`config.mk`:
```
export PLATFORM = sky130hd
export DESIGN_NAME = excess3_ser_tx_flat
export DESIGN_NICKNAME = d
export VERILOG_FILES = /design/src/rtl/excess3_ser_tx_if.sv /design/src/rtl/excess3_ser_tx.sv /design/src/flat_wrapper.sv
export SDC_FILE = /design/constraint.sdc
export NUM_CORES = 1
export LEC_CHECK = 0
export CAP_MARGIN = 10
export CELL_PAD_IN_SITES_DETAIL_PLACEMENT = 1
export CELL_PAD_IN_SITES_GLOBAL_PLACEMENT = 1
export CORE_AREA = 2 2 51 64
export DETAILED_ROUTE_END_ITERATION = 6
export DIE_AREA = 0 0 53 66
export GPL_TIMING_DRIVEN = 0
export PLACE_DENSITY = 0.6
export RECOVER_POWER = 50
export SYNTH_ARGS = -nofsm -noshare
export SYNTH_HDL_FRONTEND = slang
export SYNTH_SLANG_ARGS = --single-unit
export TNS_END_PERCENT = 50
```
`constraint.sdc`:
```
create_clock -name clk -period 1.95 [get_ports clk]
set_input_delay 0.39 -clock clk [delete_from_list [all_inputs] [get_ports clk]]
set_output_delay 0.39 -clock clk [all_outputs]
set_load 0.005 [all_outputs]
```
`src/rtl/excess3_ser_tx_if.sv`:
```
// rtl/excess3_ser_tx_if.sv - digit load handshake and serial frame outputs of the excess-3 transmitter
interface excess3_ser_tx_if;
  logic [3:0] din;
  logic       load;
  logic       ready;
  logic       x;
  logic       valid;
  logic       sof;
  logic       err;
  logic       err_clr;

  modport master (
    output din, load, err_clr,
    input  ready, x, valid, sof, err
  );

  modport slave (
    input  din, load, err_clr,
    output ready, x, valid, sof, err
  );
endinterface

```
`src/rtl/excess3_ser_tx.sv`:
```
// rtl/excess3_ser_tx.sv - excess-3 encoder with one-deep hold and LSB-first 4-bit serial framer
module excess3_ser_tx #(
  parameter int unsigned OFFSET    = 3,
  parameter int unsigned MAX_DIGIT = 9,
  parameter int unsigned GAP       = 0
) (
  input logic            clk,
  input logic            reset,
  excess3_ser_tx_if.slave bus
);

  localparam bit         HAS_GAP  = (GAP > 0);
  localparam logic [2:0] GAP_LAST = 3'(HAS_GAP ? GAP - 1 : 0);

  typedef enum logic [1:0] {IDLE, SHIFT, GAP_WAIT} state_t;

  state_t     state;
  logic [3:0] shift;
  logic [3:0] hold;
  logic       hold_full;
  logic [1:0] bit_cnt;
  logic [2:0] gap_cnt;
  logic       x_q;
  logic       valid_q;
  logic       sof_q;
  logic       err_q;

  logic       accept;
  logic       legal;
  logic [3:0] code;
  logic       boundary;
  logic       next_avail;
  logic [3:0] next_code;
  logic       launch;

  assign accept = bus.load && !hold_full;
  assign legal  = ({28'd0, bus.din} <= MAX_DIGIT);
  assign code   = bus.din + 4'(OFFSET);

  // A frame may start at any point where the line is free: idle, the last bit
  // of a frame when no gap is configured, or the last gap cycle. A digit
  // accepted on that very edge goes straight to the shifter, bypassing hold.
  assign boundary = (state == IDLE)
                 || (state == SHIFT && bit_cnt == 2'd3 && !HAS_GAP)
                 || (state == GAP_WAIT && gap_cnt == GAP_LAST);
  assign next_avail = hold_full || (accept && legal);
  assign next_code  = hold_full ? hold : code;
  assign launch     = boundary && next_avail;

  always_ff @(posedge clk) begin
    if (!reset) begin
      state     <= IDLE;
      shift     <= 4'd0;
      hold      <= 4'd0;
      hold_full <= 1'b0;
      bit_cnt   <= 2'd0;
      gap_cnt   <= 3'd0;
      x_q       <= 1'b0;
      valid_q   <= 1'b0;
      sof_q     <= 1'b0;
      err_q     <= 1'b0;
    end else begin
      if (accept && !legal) begin
        err_q <= 1'b1;
      end else if (bus.err_clr) begin
        err_q <= 1'b0;
      end

      if (launch) begin
        hold_full <= 1'b0;
      end else if (accept && legal) begin
        hold      <= code;
        hold_full <= 1'b1;
      end

      if (launch) begin
        x_q     <= next_code[0];
        shift   <= {1'b0, next_code[3:1]};
        bit_cnt <= 2'd0;
        valid_q <= 1'b1;
        sof_q   <= 1'b1;
        state   <= SHIFT;
      end else begin
        case (state)
          IDLE: begin
            x_q     <= 1'b0;
            valid_q <= 1'b0;
            sof_q   <= 1'b0;
          end
          SHIFT: begin
            sof_q <= 1'b0;
            if (bit_cnt == 2'd3) begin
              x_q     <= 1'b0;
              valid_q <= 1'b0;
              gap_cnt <= 3'd0;
              state   <= HAS_GAP ? GAP_WAIT : IDLE;
            end else begin
              x_q     <= shift[0];
              shift   <= shift >> 1;
              bit_cnt <= bit_cnt + 2'd1;
              valid_q <= 1'b1;
            end
          end
          GAP_WAIT: begin
            x_q     <= 1'b0;
            valid_q <= 1'b0;
            sof_q   <= 1'b0;
            if (gap_cnt == GAP_LAST) begin
              state <= IDLE;
            end else begin
              gap_cnt <= gap_cnt + 3'd1;
            end
          end
          default: begin
            x_q     <= 1'b0;
            valid_q <= 1'b0;
            sof_q   <= 1'b0;
            state   <= IDLE;
          end
        endcase
      end
    end
  end

  assign bus.ready = !hold_full;
  assign bus.x     = x_q;
  assign bus.valid = valid_q;
  assign bus.sof   = sof_q;
  assign bus.err   = err_q;

endmodule
```
`src/flat_wrapper.sv`:
```
// flat-port wrapper written by rule: the top's interface ports become plain ports
module excess3_ser_tx_flat 
#(
  parameter int unsigned OFFSET    = 3,
  parameter int unsigned MAX_DIGIT = 9,
  parameter int unsigned GAP       = 0
)
  (clk, reset, bus_din, bus_load, bus_err_clr, bus_ready, bus_x, bus_valid, bus_sof, bus_err);
  excess3_ser_tx_if bus_i ();
  input logic clk;
  input logic reset;
  input wire logic [$bits(bus_i.din)-1:0] bus_din;
  input wire logic [$bits(bus_i.load)-1:0] bus_load;
  input wire logic [$bits(bus_i.err_clr)-1:0] bus_err_clr;
  output wire logic [$bits(bus_i.ready)-1:0] bus_ready;
  output wire logic [$bits(bus_i.x)-1:0] bus_x;
  output wire logic [$bits(bus_i.valid)-1:0] bus_valid;
  output wire logic [$bits(bus_i.sof)-1:0] bus_sof;
  output wire logic [$bits(bus_i.err)-1:0] bus_err;
  assign bus_i.din = bus_din;
  assign bus_i.load = bus_load;
  assign bus_i.err_clr = bus_err_clr;
  assign bus_ready = bus_i.ready;
  assign bus_x = bus_i.x;
  assign bus_valid = bus_i.valid;
  assign bus_sof = bus_i.sof;
  assign bus_err = bus_i.err;
  excess3_ser_tx #(.OFFSET(OFFSET), .MAX_DIGIT(MAX_DIGIT), .GAP(GAP)) u_core (.clk(clk), .reset(reset), .bus(bus_i));
endmodule
```
# Word-level counts from Yosys, hierarchy flattened
# Index checks and enable logic that the tools add are counted.
[op_classes]
reduce_logical = 23
addsub = 3
eq_ne = 10
n_bitwise = 4
n_mux = 20
magnitude_cmp = 1
[op_table]
columns = ["op", "n"]
rows = [
  ["$mux 3", 5],
  ["$mux 1", 10],
  ["$logic_and 1x1->1", 6],
  ["$ne 2x2->1 const B", 3],
  ["$ne 3x2->1 const B", 2],
  ["$pmux 2 s3", 1],
  ["$pmux 3 s2", 1],
  ["$reduce_and 2->1", 3],
  ["$reduce_and 3->1", 2],
  ["$reduce_bool 2->1", 3],
  ["$add 4x2->4 const B", 1],
  ["$eq 2x2->1 const B", 2],
  ["$le 4x4->1 const B", 1],
  ["$mux 2", 2],
  ["$mux 4", 1],
  ["$ne 2x1->1 const B", 2],
  ["$not 1->1", 4],
  ["$reduce_and 4->1", 1],
  ["$add 3x1->3 const B", 1],
  ["$logic_not 3->1", 1],
  ["$logic_or 1x1->1", 3],
  ["$add 2x1->2 const B", 1],
  ["$eq 2x1->1 const B", 1],
  ["$logic_not 1->1", 2],
  ["other kinds (2)", 2],
]
[word_totals]
register_bits = 19
out_inout_bits = 5
in_bits = 8

# Depth between registers and ports, before layout
[depth]
word_depth = 7
depth_mapped = 7
mapped_depth_nobuf = 6

# Worst setup path after synthesis
# Ideal clock, no wire load.
[synth_timing]
path_kind = "input to register"
from = "in bus_din[1]"
to = "reg u_core.hold[2]"
stages = 6
setup_time_ps = 115
arrival_time_ps = 1481
required_time_ps = 1835
setup_slack_ps = 355
cell_sequence = "inv_1 ha_1 o21bai_4 a2111oi_4 nor2_1 a21o_2"
[synth_between]
elab_chain_len = 6
elab_cells_between_ends = 7
[synth_lines]
columns = ["item", "line_no", "text"]
rows = [
  ["start: declaration", "flat_wrapper.sv:12", "input wire logic [$bits(bus_i.din)-1:0] bus_din;"],
  ["$le 4x4->1", "excess3_ser_tx.sv:37", "assign legal = ({28'd0, bus.din} <= MAX_DIGIT);"],
  ["$logic_and 1x1->1", "excess3_ser_tx.sv:46, excess3_ser_tx.sv:71", ""],
  ["$logic_or 1x1->1", "excess3_ser_tx.sv:46", "assign next_avail = hold_full || (accept && legal);"],
  ["$logic_and 1x1->1", "excess3_ser_tx.sv:48", "assign launch = boundary && next_avail;"],
  ["$not 1->1 (no line)", "--", ""],
  ["$reduce_and 2->1 (no line)", "--", ""],
  ["end signal: assignment", "excess3_ser_tx.sv:72", "hold <= code;"],
  ["end: declaration", "excess3_ser_tx.sv:19", "logic [3:0] hold;"],
]
# Parallel ways exist; a longest one is shown, timed or not.
# A chain may end at the register's enable or synchronous reset.

# Worst setup path in the final report
[layout_timing]
from = "in bus_din[1]"
to = "reg u_core.x_q (netlist: u_core.bus.x)"
[layout_between]
elab_chain_len = 5
[layout_lines]
columns = ["item", "line_no", "text"]
rows = [
  ["$le 4x4->1", "excess3_ser_tx.sv:37", ""],
  ["$logic_and 1x1->1", "excess3_ser_tx.sv:46", ""],
  ["$logic_or 1x1->1", "excess3_ser_tx.sv:46", ""],
  ["$logic_and 1x1->1", "excess3_ser_tx.sv:48", ""],
  ["$mux 1", "excess3_ser_tx.sv:76", "if (launch) begin"],
  ["end signal: assignment", "excess3_ser_tx.sv:77", "x_q <= next_code[0];"],
  ["end signal: assignment", "excess3_ser_tx.sv:98", "x_q <= shift[0];"],
  ["end: declaration", "excess3_ser_tx.sv:23", "logic x_q;"],
]
# No other way between the ends.

==> flow_summary.toml <==
[outcome]
status = "completed"

[setup_path]
startpoint_type = "input pin"
worst_setup_path_end_kind = "register"
arrival_ns = 2.05
crit_path_max_fanout = 10
crit_type = "input pin to register"
cp_data_required_time_ns = 2.19

[layout]
layout.nets = 105
stdcell_area_sq_um = 933.4
synthToLayoutAreaGrowth_pct = 29.74
final_cell_mix = "dfxtp_1, nor2_1, a21oi_1, clkdlybuf4s50_1"
final_layout_size_suffix_gt1_share_pct = 18.28
fill_cells = 357
antennaDiodeCount = 0
layout_commonest_cell = "dfxtp_1"
stdcell_count = 129

[placed_design]
dp_hpwl_um = 1260
dpl.cell_count = 124
io_buffers = 11
gp_congestion = 0.7093
dpl_cell_area_sq_um = 874.6

[pwr]
ir_drop_mv = 0.3218
fin_total_pwr_uw = 652.3
p_per_area_nw_per_um2 = 698.8
p_leak_uw = 0.0003816

[synthesis]
yosysSeqAreaShare_pct = 41.74
synth_xor_xnor_area_share_pct = 2.435
synth_cell_type_count = 30
syn_inst = 77
synthSimpleGateAreaFrac_pct = 17.91
netlist_area_sq_um = 719.4
synth_top_family_by_area = "compound AO/OA/AOI/OAI gates"
synth_compound_gate_area_share_pct = 26.61
synthMuxAreaShare_pct = 1.391
syn_avg_cell_area_sq_um = 9.343
syn_nets = 88
yosysWarnings = 0
yosys_register_bits = 15
synth_fa_ha_area_share_pct = 5.217

[floorplanning]
rows = 22
die_area_sq_um = 3498
start_util_pct = 24.89
io_pins = 13
fp.dieH_um = 66
die_w_um = 53
core_area_sq_um = 2890

[sta]
hold_viol = 0
rsz0062_at_grt = "no"
slew_headroom_pct = 73.20
clock_skew_ns = 0.006574
slew_violations = 0
worst_pin_slew_ns = 0.4020
fin_crit_ns = 1.815
fmax_mhz = 550.9
setup-violations-final = 0
min_period_over_period_pct = 93.10

[flow_run]
drv_cap = 0

[clocking]
clkLatencyLatePin_ns = 0.29
cts_made_buffers = 3
htreeDepth = 1
clk_path_buf_depth = 2
clk_pin_slew_ns = 0.10
cts.sinks = 15
cts_tree = "built"
cts-root-buf = "clkbuf_4"

[hold_path]
hp-class = "input pin to register"

[grt]
grt_pass1_wl_um = 2891
grt-ovfl-total = 0
grt_pass1_vias = 672
grt_use_total_pct = 11.21
antenna_found_initial = 0
grt_max_degree = 11

[drt]
drt_iter0_markers = 14
wl_per_cell_um = 12.71
vias = 625
wl_um = 1639
first_pass_iters = 4
vias_per_cell = 4.845
drc = 0
ant_nets = 0
-- worst max-delay path, stage by stage --
cell and delay [ns]:
clkdlybuf4s50_1 0.43, inv_2 0.09, ha_2 0.21, nor2_1 0.06
o311a_2 0.37, buf_4 0.19, o21ai_1 0.16, o211a_1 0.16
-- cell usage after synthesis --
cell type	instances	area [sq um]
dfxtp_1	15	300.3
nor2_1	9	33.78
a21oi_1	8	40.04
nand2b_1	4	25.02
ha_1	3	37.54
inv_1	3	11.26
nand2_1	3	11.26
nand3_1	3	15.01
nand4_1	3	18.77
a211oi_1	2	15.01
clkbuf_1	2	7.510
nor2b_1	2	12.51
o21ai_0	2	10.01
xor2_1	2	17.52
a2111oi_0	1	8.760
a2111oi_2	1	15.01
a2111oi_4	1	27.53
a21o_2	1	8.760
a41o_1	1	10.01
buf_4	1	7.510
clkinv_1	1	3.750
inv_2	1	3.750
mux2i_1	1	10.01
nand3b_1	1	7.510
nor3_1	1	5.000
o211a_1	1	10.01
o21ai_1	1	5.000
o21bai_4	1	18.77
o221a_2	1	11.26
o311a_2	1	11.26
-- through the flow --
step           hold WS (ns)  util (%)  setup TNS (ns)  worst slack [ns]
6_report             0.4266     32.29               0            0.1346
2_1_floorplan        0.4516         -               0            0.3547
4_1_cts              0.4838     31.26               0          0.006901
3_5_place_dp         0.4707     30.26          -3.089           -0.3269
3_3_place_gp         0.4591     30.26          -2.599           -0.2824
5_1_grt              0.4468     32.29               0           0.03686
-- registers in the layout, summed over array words and instances (netlist names) --
register,count
u_core.hold,4
u_core.shift,3
u_core.bit_cnt,2
u_core.bus.err,1
u_core.bus.sof,1
u_core.bus.valid,1
u_core.bus.x,1
u_core.hold_full,1
u_core.state,1
-- layer usage --
| metal | vias to the layer above | track usage (%) | routed length (um) |
|---|---|---|---|
| li1 | 305 | - | - |
| met1 | 302 | 12.64 | 700 |
| met3 | 5 | 3.167 | 83 |
| met4 | 0 | 5.769 | 37 |
| met2 | 13 | 18.75 | 818 |
| met5 | - | 0 | 0 |
-- layout make-up --
class | count | area (sq um) | share of cell area (%)
multi-input cells | 54 | 406.6 | 43.57
flip-flops and latches | 15 | 300.3 | 32.17
repair buffers | 12 | 120.1 | 12.87
well taps | 36 | 45.04 | 4.826
clock buffers | 3 | 22.52 | 2.413
inverters | 5 | 18.77 | 2.011
plain buffers | 3 | 15.01 | 1.609
clock inverters | 1 | 5.005 | 0.5362
-- repair_timing --
action / CTS / global route
gates resized for setup: 1 / 6
setup endpoints to repair: 4 / 8
hold buffers: 0 / 0
buffers inserted: 0 / 1
pin swaps: 1 / 1
-- path summary, 6_finish.rpt --
kind / depth (start not counted) / slack, ns / from / to
hold reg to reg: 2 / 0.48 / u_core.bus.err / u_core.bus.err
setup reg to reg: 6 / 0.30 / u_core.bit_cnt[0] / u_core.hold[0]
hold / removal: 2 / 0.43 / bus_din[0] / u_core.hold[0]
setup / recovery: 8 / 0.13 / bus_din[1] / u_core.bus.x
-- report_power, final --
| group | internal (uW) | switching (uW) | total, uW |
|---|---|---|---|
| logic | 63.4 | 70.2 | 134 |
| clock network | 76.2 | 103 | 179 |
| registers | 329 | 10.6 | 339 |
| total | 468 | 184 | 652 |
-- kinds of logic (layout without fill, tap and decap cells) --
logic type | count (synthesis) | in the layout
simple gates | 26 | 26
compound gates | 22 | 22
flops | 15 | 15
buf+inv | 8 | 24
fa+ha+maj | 3 | 3
xor+xnor | 2 | 2
mux | 1 | 1
Power figures use the tool's default switching activity.
